### config.mk
export PLATFORM = sky130hd
export DESIGN_NAME = mem_arbiter_flat
export DESIGN_NICKNAME = d
export VERILOG_FILES = /design/src/rtl/mem_arbiter_if.sv /design/src/rtl/mem_arbiter.sv /design/src/flat_wrapper.sv
export SDC_FILE = /design/constraint.sdc
export NUM_CORES = 1
export LEC_CHECK = 0
export ABC_AREA = 0
export CORE_AREA = 2 2 105 107
export CTS_CLUSTER_SIZE = 25
export DETAILED_ROUTE_END_ITERATION = 6
export DIE_AREA = 0 0 107 109
export PLACE_DENSITY = 0.7
export SLEW_MARGIN = 20
export SYNTH_ARGS = -nofsm -noshare
export SYNTH_HDL_FRONTEND = slang
export SYNTH_SLANG_ARGS = --single-unit
### constraint.sdc
create_clock -name CLK -period 3.33 [get_ports CLK]
set_input_delay 0.666 -clock CLK [delete_from_list [all_inputs] [get_ports CLK]]
set_output_delay 0.666 -clock CLK [all_outputs]
set_load 0.05 [all_outputs]
### src/rtl/mem_arbiter_if.sv
// Cache-side and RAM-side signals of the memory arbiter.
// slave = arbiter view, master = caches plus RAM view.
interface mem_arbiter_if;
    logic        iREN;
    logic [31:0] iaddr;
    logic        iwait;
    logic [31:0] iload;
    logic        dREN;
    logic        dWEN;
    logic [31:0] daddr;
    logic [31:0] dstore;
    logic        dwait;
    logic [31:0] dload;
    logic        ramREN;
    logic        ramWEN;
    logic [31:0] ramaddr;
    logic [31:0] ramstore;
    logic [31:0] ramload;
    logic [1:0]  ramstate;
    logic        timeout_err;

    modport slave (
        input  iREN, iaddr, dREN, dWEN, daddr, dstore, ramload, ramstate,
        output iwait, iload, dwait, dload,
        output ramREN, ramWEN, ramaddr, ramstore, timeout_err
    );

    modport master (
        output iREN, iaddr, dREN, dWEN, daddr, dstore, ramload, ramstate,
        input  iwait, iload, dwait, dload,
        input  ramREN, ramWEN, ramaddr, ramstore, timeout_err
    );
endinterface

### src/rtl/mem_arbiter.sv
// Single-port RAM arbiter between icache and dcache with burst lock,
// round-robin between transactions and a hung-RAM timeout.
module mem_arbiter #(
    parameter int TIMEOUT   = 64,
    parameter int BURST_MAX = 4
) (
    input logic         CLK,
    input logic         nRST,
    mem_arbiter_if.slave bus
);
    typedef enum logic [1:0] {IDLE, DSERV, ISERV} state_t;

    localparam logic [1:0]  RAM_ACCESS = 2'd2;
    localparam logic [31:0] BAD_WORD   = 32'hBAD1_BAD1;
    localparam logic [7:0]  TMO_LAST   = 8'(TIMEOUT - 1);
    localparam logic [7:0]  BURST_LAST = 8'(BURST_MAX - 1);

    state_t     r_state, w_next;
    logic [7:0] r_tcnt, w_tcnt;
    logic [7:0] r_bcnt, w_bcnt;
    logic       r_last_d, w_last_d;
    logic       r_err;
    logic       w_dreq, w_acc, w_force, w_done;

    assign w_dreq  = bus.dREN | bus.dWEN;
    assign w_acc   = (bus.ramstate == RAM_ACCESS);
    assign w_force = (r_state != IDLE) && !w_acc && (r_tcnt == TMO_LAST);
    assign w_done  = (r_state != IDLE) && (w_acc || w_force);

    assign bus.timeout_err = r_err;

    always_ff @(posedge CLK or negedge nRST) begin
        if (!nRST) begin
            r_state  <= IDLE;
            r_tcnt   <= '0;
            r_bcnt   <= '0;
            r_last_d <= 1'b0;
            r_err    <= 1'b0;
        end else begin
            r_state  <= w_next;
            r_tcnt   <= w_tcnt;
            r_bcnt   <= w_bcnt;
            r_last_d <= w_last_d;
            r_err    <= r_err | w_force;
        end
    end

    always_comb begin
        w_next       = r_state;
        w_bcnt       = r_bcnt;
        w_last_d     = r_last_d;
        bus.iwait    = 1'b1;
        bus.dwait    = 1'b1;
        bus.iload    = bus.ramload;
        bus.dload    = bus.ramload;
        bus.ramREN   = 1'b0;
        bus.ramWEN   = 1'b0;
        bus.ramaddr  = '0;
        bus.ramstore = '0;
        unique case (r_state)
            IDLE: begin
                if (w_dreq && (!bus.iREN || !r_last_d)) begin
                    w_next = DSERV;
                end else if (bus.iREN) begin
                    w_next = ISERV;
                end
            end
            DSERV: begin
                bus.ramaddr  = bus.daddr;
                bus.ramstore = bus.dstore;
                bus.ramWEN   = bus.dWEN;
                bus.ramREN   = !bus.dWEN && bus.dREN;
                bus.dwait    = !w_done;
                if (w_force) bus.dload = BAD_WORD;
                // Completion with the request still up is the next word of a burst
                if (w_done && w_dreq) begin
                    if (bus.iREN && r_bcnt >= BURST_LAST) begin
                        w_next   = ISERV;
                        w_bcnt   = '0;
                        w_last_d = 1'b1;
                    end else if (r_bcnt != 8'hFF) begin
                        w_bcnt = r_bcnt + 8'd1;
                    end
                end else if (!w_dreq) begin
                    w_next   = bus.iREN ? ISERV : IDLE;
                    w_bcnt   = '0;
                    w_last_d = 1'b1;
                end
            end
            ISERV: begin
                bus.ramREN  = 1'b1;
                bus.ramaddr = bus.iaddr;
                bus.iwait   = !w_done;
                if (w_force) bus.iload = BAD_WORD;
                if (w_done) begin
                    w_next   = w_dreq ? DSERV : IDLE;
                    w_last_d = 1'b0;
                end else if (!bus.iREN) begin
                    w_next = IDLE;
                end
            end
            default: w_next = IDLE;
        endcase
    end

    always_comb begin
        w_tcnt = r_tcnt + 8'd1;
        if (r_state == IDLE || w_done || w_next != r_state) w_tcnt = '0;
    end
endmodule

### src/flat_wrapper.sv
// flat-port wrapper written by rule: the top's interface ports become plain ports
module mem_arbiter_flat 
#(
    parameter int TIMEOUT   = 64,
    parameter int BURST_MAX = 4
)
  (CLK, nRST, bus_iREN, bus_iaddr, bus_dREN, bus_dWEN, bus_daddr, bus_dstore, bus_ramload, bus_ramstate, bus_iwait, bus_iload, bus_dwait, bus_dload, bus_ramREN, bus_ramWEN, bus_ramaddr, bus_ramstore, bus_timeout_err);
  mem_arbiter_if bus_i ();
  input logic CLK;
  input logic nRST;
  input wire logic [$bits(bus_i.iREN)-1:0] bus_iREN;
  input wire logic [$bits(bus_i.iaddr)-1:0] bus_iaddr;
  input wire logic [$bits(bus_i.dREN)-1:0] bus_dREN;
  input wire logic [$bits(bus_i.dWEN)-1:0] bus_dWEN;
  input wire logic [$bits(bus_i.daddr)-1:0] bus_daddr;
  input wire logic [$bits(bus_i.dstore)-1:0] bus_dstore;
  input wire logic [$bits(bus_i.ramload)-1:0] bus_ramload;
  input wire logic [$bits(bus_i.ramstate)-1:0] bus_ramstate;
  output wire logic [$bits(bus_i.iwait)-1:0] bus_iwait;
  output wire logic [$bits(bus_i.iload)-1:0] bus_iload;
  output wire logic [$bits(bus_i.dwait)-1:0] bus_dwait;
  output wire logic [$bits(bus_i.dload)-1:0] bus_dload;
  output wire logic [$bits(bus_i.ramREN)-1:0] bus_ramREN;
  output wire logic [$bits(bus_i.ramWEN)-1:0] bus_ramWEN;
  output wire logic [$bits(bus_i.ramaddr)-1:0] bus_ramaddr;
  output wire logic [$bits(bus_i.ramstore)-1:0] bus_ramstore;
  output wire logic [$bits(bus_i.timeout_err)-1:0] bus_timeout_err;
  assign bus_i.iREN = bus_iREN;
  assign bus_i.iaddr = bus_iaddr;
  assign bus_i.dREN = bus_dREN;
  assign bus_i.dWEN = bus_dWEN;
  assign bus_i.daddr = bus_daddr;
  assign bus_i.dstore = bus_dstore;
  assign bus_i.ramload = bus_ramload;
  assign bus_i.ramstate = bus_ramstate;
  assign bus_iwait = bus_i.iwait;
  assign bus_iload = bus_i.iload;
  assign bus_dwait = bus_i.dwait;
  assign bus_dload = bus_i.dload;
  assign bus_ramREN = bus_i.ramREN;
  assign bus_ramWEN = bus_i.ramWEN;
  assign bus_ramaddr = bus_i.ramaddr;
  assign bus_ramstore = bus_i.ramstore;
  assign bus_timeout_err = bus_i.timeout_err;
  mem_arbiter #(.TIMEOUT(TIMEOUT), .BURST_MAX(BURST_MAX)) u_core (.CLK(CLK), .nRST(nRST), .bus(bus_i));
endmodule
Word-level counts from Yosys, hierarchy flattened
Cells that the tools add are included.
{ "classes": {"bitwise": 2, "n_eq_ne": 11, "n_div": 0, "mux": 29, "n_addsub": 2, "n_lt_le_gt_ge": 1, "reduce_logical": 21, "shift": 0, "n_mul": 0} }
{ "ops": {"columns": ["op", "n"], "rows": [
  ["32-bit 2-to-1 mux", 4],
  ["32-bit one-hot mux with 2 select lines", 1],
  ["8-bit 2-to-1 mux", 5],
  ["8-bit by 1-bit adder with 8-bit output, second input constant", 2],
  ["2-bit 2-to-1 mux", 8],
  ["3-bit inequality test, second input constant", 3],
  ["8-bit by 6-bit == test with 1-bit output, second input constant", 1],
  ["8-bit by 2-bit >= comparator with 1-bit output, second input constant", 1],
  ["1-bit 2-to-1 mux", 8],
  ["8-bit inequality test, second input constant", 1],
  ["1-bit logical AND", 7],
  ["2-bit one-hot mux with 3 select lines", 1],
  ["1-bit zero test", 5],
  ["2-bit == test, second input constant", 2],
  ["1-bit logical OR", 4],
  ["1-bit one-hot mux with 2 select lines", 2],
  ["4-bit AND reduction", 1],
  ["2-bit nonzero test", 2],
  ["3-bit AND reduction", 1],
  ["2-bit by 1-bit == test with 1-bit output, second input constant", 1],
  ["2-bit zero test", 1],
  ["2-bit by 1-bit inequality test with 1-bit output, second input constant", 1],
  ["2-bit inequality test", 1],
  ["2-bit inequality test, second input constant", 1],
  ["1-bit bitwise OR", 2]
]} }
{ "word_totals": {"word_cells": 71, "ramBits": 0, "input_bits": 135, "latchBits": 0, "regBits": 20, "rom_bits": 0, "out_inout_bits": 133, "n_memories": 0} }

Logic depth before layout (Yosys ltp)
{ "logic_depth": {"ltp_word": 12, "ltp_mapped": 9, "ltp_nobuf": 8} }

Worst setup path after synthesis
Ideal clock, no wire load.
{ "synth_path": {"path_kind": "reg2out", "start": "reg u_core.r_state[1]", "end": "out bus_ramREN", "required_ns": 2.664, "t_arrival_ns": 2.406, "path_stages_with_launch": 7, "path_buffers": 2, "path_slack_ns": 0.258, "path_cell_list": "dfrtp_1 -> inv_1 -> ha_1 -> clkbuf_1 -> clkbuf_1 -> nand3b_1 -> a21boi_0"} }
{ "synth_via": {"elab_chain_cells": 2, "word_cells_on_any_way": 3, "classes_between": "eq/ne: 2; mux: 1"} }
{ "synth_lines": {"columns": ["item", "line", "text"], "rows": [
  ["start, declared", "mem_arbiter.sv:18", "state_t r_state, w_next;"],
  ["start signal, assigned", "mem_arbiter.sv:40", "r_state <= w_next;"],
  ["2-bit == test / 2-bit by 1-bit == test with 1-bit output (equally long branches)", "mem_arbiter.sv:60", "unique case (r_state)"],
  ["1-bit one-hot mux with 2 select lines (*)", "mem_arbiter.sv:60", null],
  ["end, declared", "flat_wrapper.sv:23", "output wire logic [$bits(bus_i.ramREN)-1:0] bus_ramREN;"]
]} }
Every way passes the cells marked *; elsewhere a longest branch is shown, timed or not.

Worst setup path in the final report
{ "layout_path": {"start": "reg u_core.r_state[0]", "end": "out bus_dload[1]"} }
{ "layout_via": {"elab_chain_cells": 5, "word_cells_on_any_way": 6, "classes_between": "eq/ne: 1; mux: 2; reduce/logical: 3"} }
{ "layout_lines": {"columns": ["item", "line", "text"], "rows": [
  ["2-bit nonzero test", "mem_arbiter.sv:27", "assign w_force = (r_state != IDLE) && !w_acc && (r_tcnt == TMO_LAST);"],
  ["1-bit logical AND (2 in a row)", "mem_arbiter.sv:27", null],
  ["32-bit 2-to-1 mux", "mem_arbiter.sv:74", "if (w_force) bus.dload = BAD_WORD;"],
  ["32-bit 2-to-1 mux (*)", "mem_arbiter.sv:60", null],
  ["end, declared", "flat_wrapper.sv:22", "output wire logic [$bits(bus_i.dload)-1:0] bus_dload;"]
]} }
Marks and branches as above.

==> results <==
[metrics by stage]
step / setup slack, ps / cells / power [mW] / cell area [µm²] / utilization, %
3_5_place_dp: 335 / 726 / 3.45 / 5970 / 56.3
6_report: 124 / 731 / 3.67 / 6050 / 57.1
4_1_cts: 78.0 / 730 / 3.70 / 6050 / 57.0
5_1_grt: -2.43 / 731 / 3.85 / 6050 / 57.1
2_1_floorplan: 258 / 331 / 2.05 / 2490 / -
3_3_place_gp: 360 / 726 / 3.41 / 5970 / 56.3
[layer usage]
layer / global-route usage (%) / part of all wire [%] / vias to the layer above
met5: 0 / 0 / -
met4: 5.10 / 1.8 / 0
met3: 5.86 / 9.1 / 13
met2: 37.2 / 53 / 174
met1: 22.1 / 36 / 1554
li1: - / - / 1660
[worst paths after layout]
path / start / cells past startpoint / to / slack, ps
hold / removal: u_core.r_tcnt[0]$_DFF_PN0_ / 1 / u_core.r_tcnt[0]$_DFF_PN0_ / 480
max in group asynchronous: nRST / 1 / u_core.r_state[1]$_DFF_PN0_ / 1780
setup / recovery: u_core.r_state[0]$_DFF_PN0_ / 8 / bus_dload[1] / 120
min in group asynchronous: nRST / 1 / u_core.bus.timeout_err$_DFF_PN0_ / 920
hold reg to reg: u_core.r_tcnt[0]$_DFF_PN0_ / 1 / u_core.r_tcnt[0]$_DFF_PN0_ / 480
setup reg to reg: u_core.r_state[0]$_DFF_PN0_ / 8 / u_core.r_bcnt[5]$_DFFE_PN0P_ / 650
[cells by family after synthesis]
family / after synthesis / share of synthesized area, %
XOR/XNOR: 6 / 2.11
multiplexers: 1 / 0.401
AO/OA/AOI/OAI: 71 / 22.5
adder cells (fa/ha/maj): 6 / 3.01
AND/OR/NAND/NOR: 200 / 47.6
buffers and inverters: 27 / 4.36
flip-flops: 20 / 20.1
[synth_stat cells (all sizes together) (2+ instances only)]
library cell / number / area, µm²
nor2b: 34 / 213
nor3: 3 / 20.0
and3: 2 / 12.5
and2: 63 / 394
nand4: 2 / 12.5
clkbuf: 21 / 78.8
ha: 6 / 75.1
or2: 3 / 18.8
buf: 2 / 15.0
o31ai: 5 / 37.5
xor2: 3 / 26.3
a22oi: 32 / 240
o21ai: 16 / 87.6
nand3: 8 / 45.0
nor2: 14 / 52.6
nand2: 19 / 71.3
dfrtp: 20 / 500
nor3b: 4 / 30.0
inv: 4 / 15.0
nand2b: 39 / 244
nor4: 2 / 12.5
a21oi: 2 / 10.0
xnor2: 3 / 26.3
o41ai: 2 / 43.8
and2b: 3 / 22.5
a21o: 2 / 15.0
[power groups by stage]
stage | Sequential (mW) | Combinational (mW) | Clock (mW)
4_1_cts | 0.308 | 3.14 | 0.253
3_3_place_gp | 0.310 | 3.10 | 0
3_5_place_dp | 0.312 | 3.13 | 0
5_1_grt | 0.315 | 3.27 | 0.262
2_1_floorplan | 0.305 | 1.75 | 0
6_report | 0.310 | 3.12 | 0.247
[sequential cells by signal (all words and copies together) (netlist names)]
register	cells
u_core.r_bcnt	8
u_core.r_tcnt	8
u_core.r_last_d	1
u_core.r_state	2
u_core.bus.timeout_err	1
[critical path: stages (launching register included)]
cell and delay, ps:
dfrtp_1 470, inv_1 120, ha_1 230, or4b_4 530, nor3_2 210, nand2_1 80, buf_4 240, and2_1 200
buf_4 190
[what timing repair did]
item                       in CTS  in global routing
hold buffers                    0                  0
setup endpoints to repair       0                 29
hold endpoints to repair        0                  0
buffers inserted                0                  0
gates resized for setup         0                  1
[final cells by class]
| class | count | share of cell area [%] |
|---|---|---|
| inverters | 4 | 0.248 |
| diodes | 1 | 0.0414 |
| repair buffers | 278 | 56.1 |
| clock buffers | 3 | 0.683 |
| clock inverters | 1 | 0.496 |
| well taps | 140 | 2.90 |
| flip-flops and latches | 20 | 8.29 |
| multi-input cells | 284 | 31.2 |
==> results.tsv <==
metric	value	unit
Tot GR Track Use	19.9	%
worst-case vdd ir drop	0.336	mV
Syn Inst Count	331	
EDFF count, synth	0	
fraction of final layout cells sized beyond drive strength 1	21.9	%
post-synthesis sequential area ratio	20.1	%
Final TNS setup	0	ps
Fin. Hold Viols	0	
routed vias	3401	
CP required	2660	ps
Synth cell types	50	
synthesis-to-finish area growth	142	%
DRT iter0 DRCs	193	
syn nets	472	
Psw	1.89	mW
Final min period	3210	ps
Int Pwr	1.78	mW
Clock Skew	0.889	ps
first-pass GRT wire length	18100	µm
Placer Congestion	0.847	
later-pin clock latency in the skew report	260	ps
Die X-Extent	107	µm
TritonCTS clock tree	yes	
wire per inst	16.9	µm
most frequent cells in the layout	clkdlybuf4s50_1, buf_12, and2_1, nand2b_1, buf_4	
Longest Clk Path Bufs	2	
Num CTS Buffers	3	
Leak	2.44	nW
clock-pin slew on the worst setup and hold paths	80	ps
Die Span Y	109	µm
Multi-input gate area	1890	µm²
largest net degree at the start of global routing	45	
Pwr Density	607	nW/µm²
crit path max fanout	32	
Max Cap Viol	0	
Fmax	312	MHz
Syn Std Cell Area	2490	µm²
Slew HR	37.3	%
Setup CP Type	reg -> out	
CP endpoint kind	output pin	
Sw Ratio	51.5	%
worst hold path type	reg -> reg	
PortBufs	267	
clock group share of total power	6.7	%
WP data arrival	2540	ps
final worst-path cycle share	96.3	%
share of flip-flops with an asynchronous set or reset	100	%
grt ovf	0	
final setup fails	0	
vias per inst	4.65	
Root Driver	clkbuf_8	
Die Footprint	11700	µm²
DRC errors left	0	
Top FF cell, synth	dfrtp_1	
Logic pwr share	84.8	%
Antenna Nets Post-Route	0	
DPL Wire Length	10400	µm
htree depth	1	
yosys warns	0	
initial core utilization	23.5	%
Clock Sinks	20	
Final nets	732	
Slew Limit Fails	0	
WHS	476	ps
syn avg cell area	7.54	µm²
initial antenna violation count	1	
Core Footprint	10600	µm²
Routed WL	12300	µm
FF/Latch Area	502	µm²
Tightest Pin Transition	937	ps
fill cell count	908	
Worst Setup Start Kind	flop	
num ports	268	
Flop pwr share	8.4	%
synthesized flop and latch total	20	
vias in the first global route	3352	
Pre-Repair DR Iteration Count	4	
commonest non-fill, non-tap cell in the layout	clkdlybuf4s50_1	
Rows	38	
status	complete, no violations	
No activity file was read; power rests on OpenSTA's default activity.
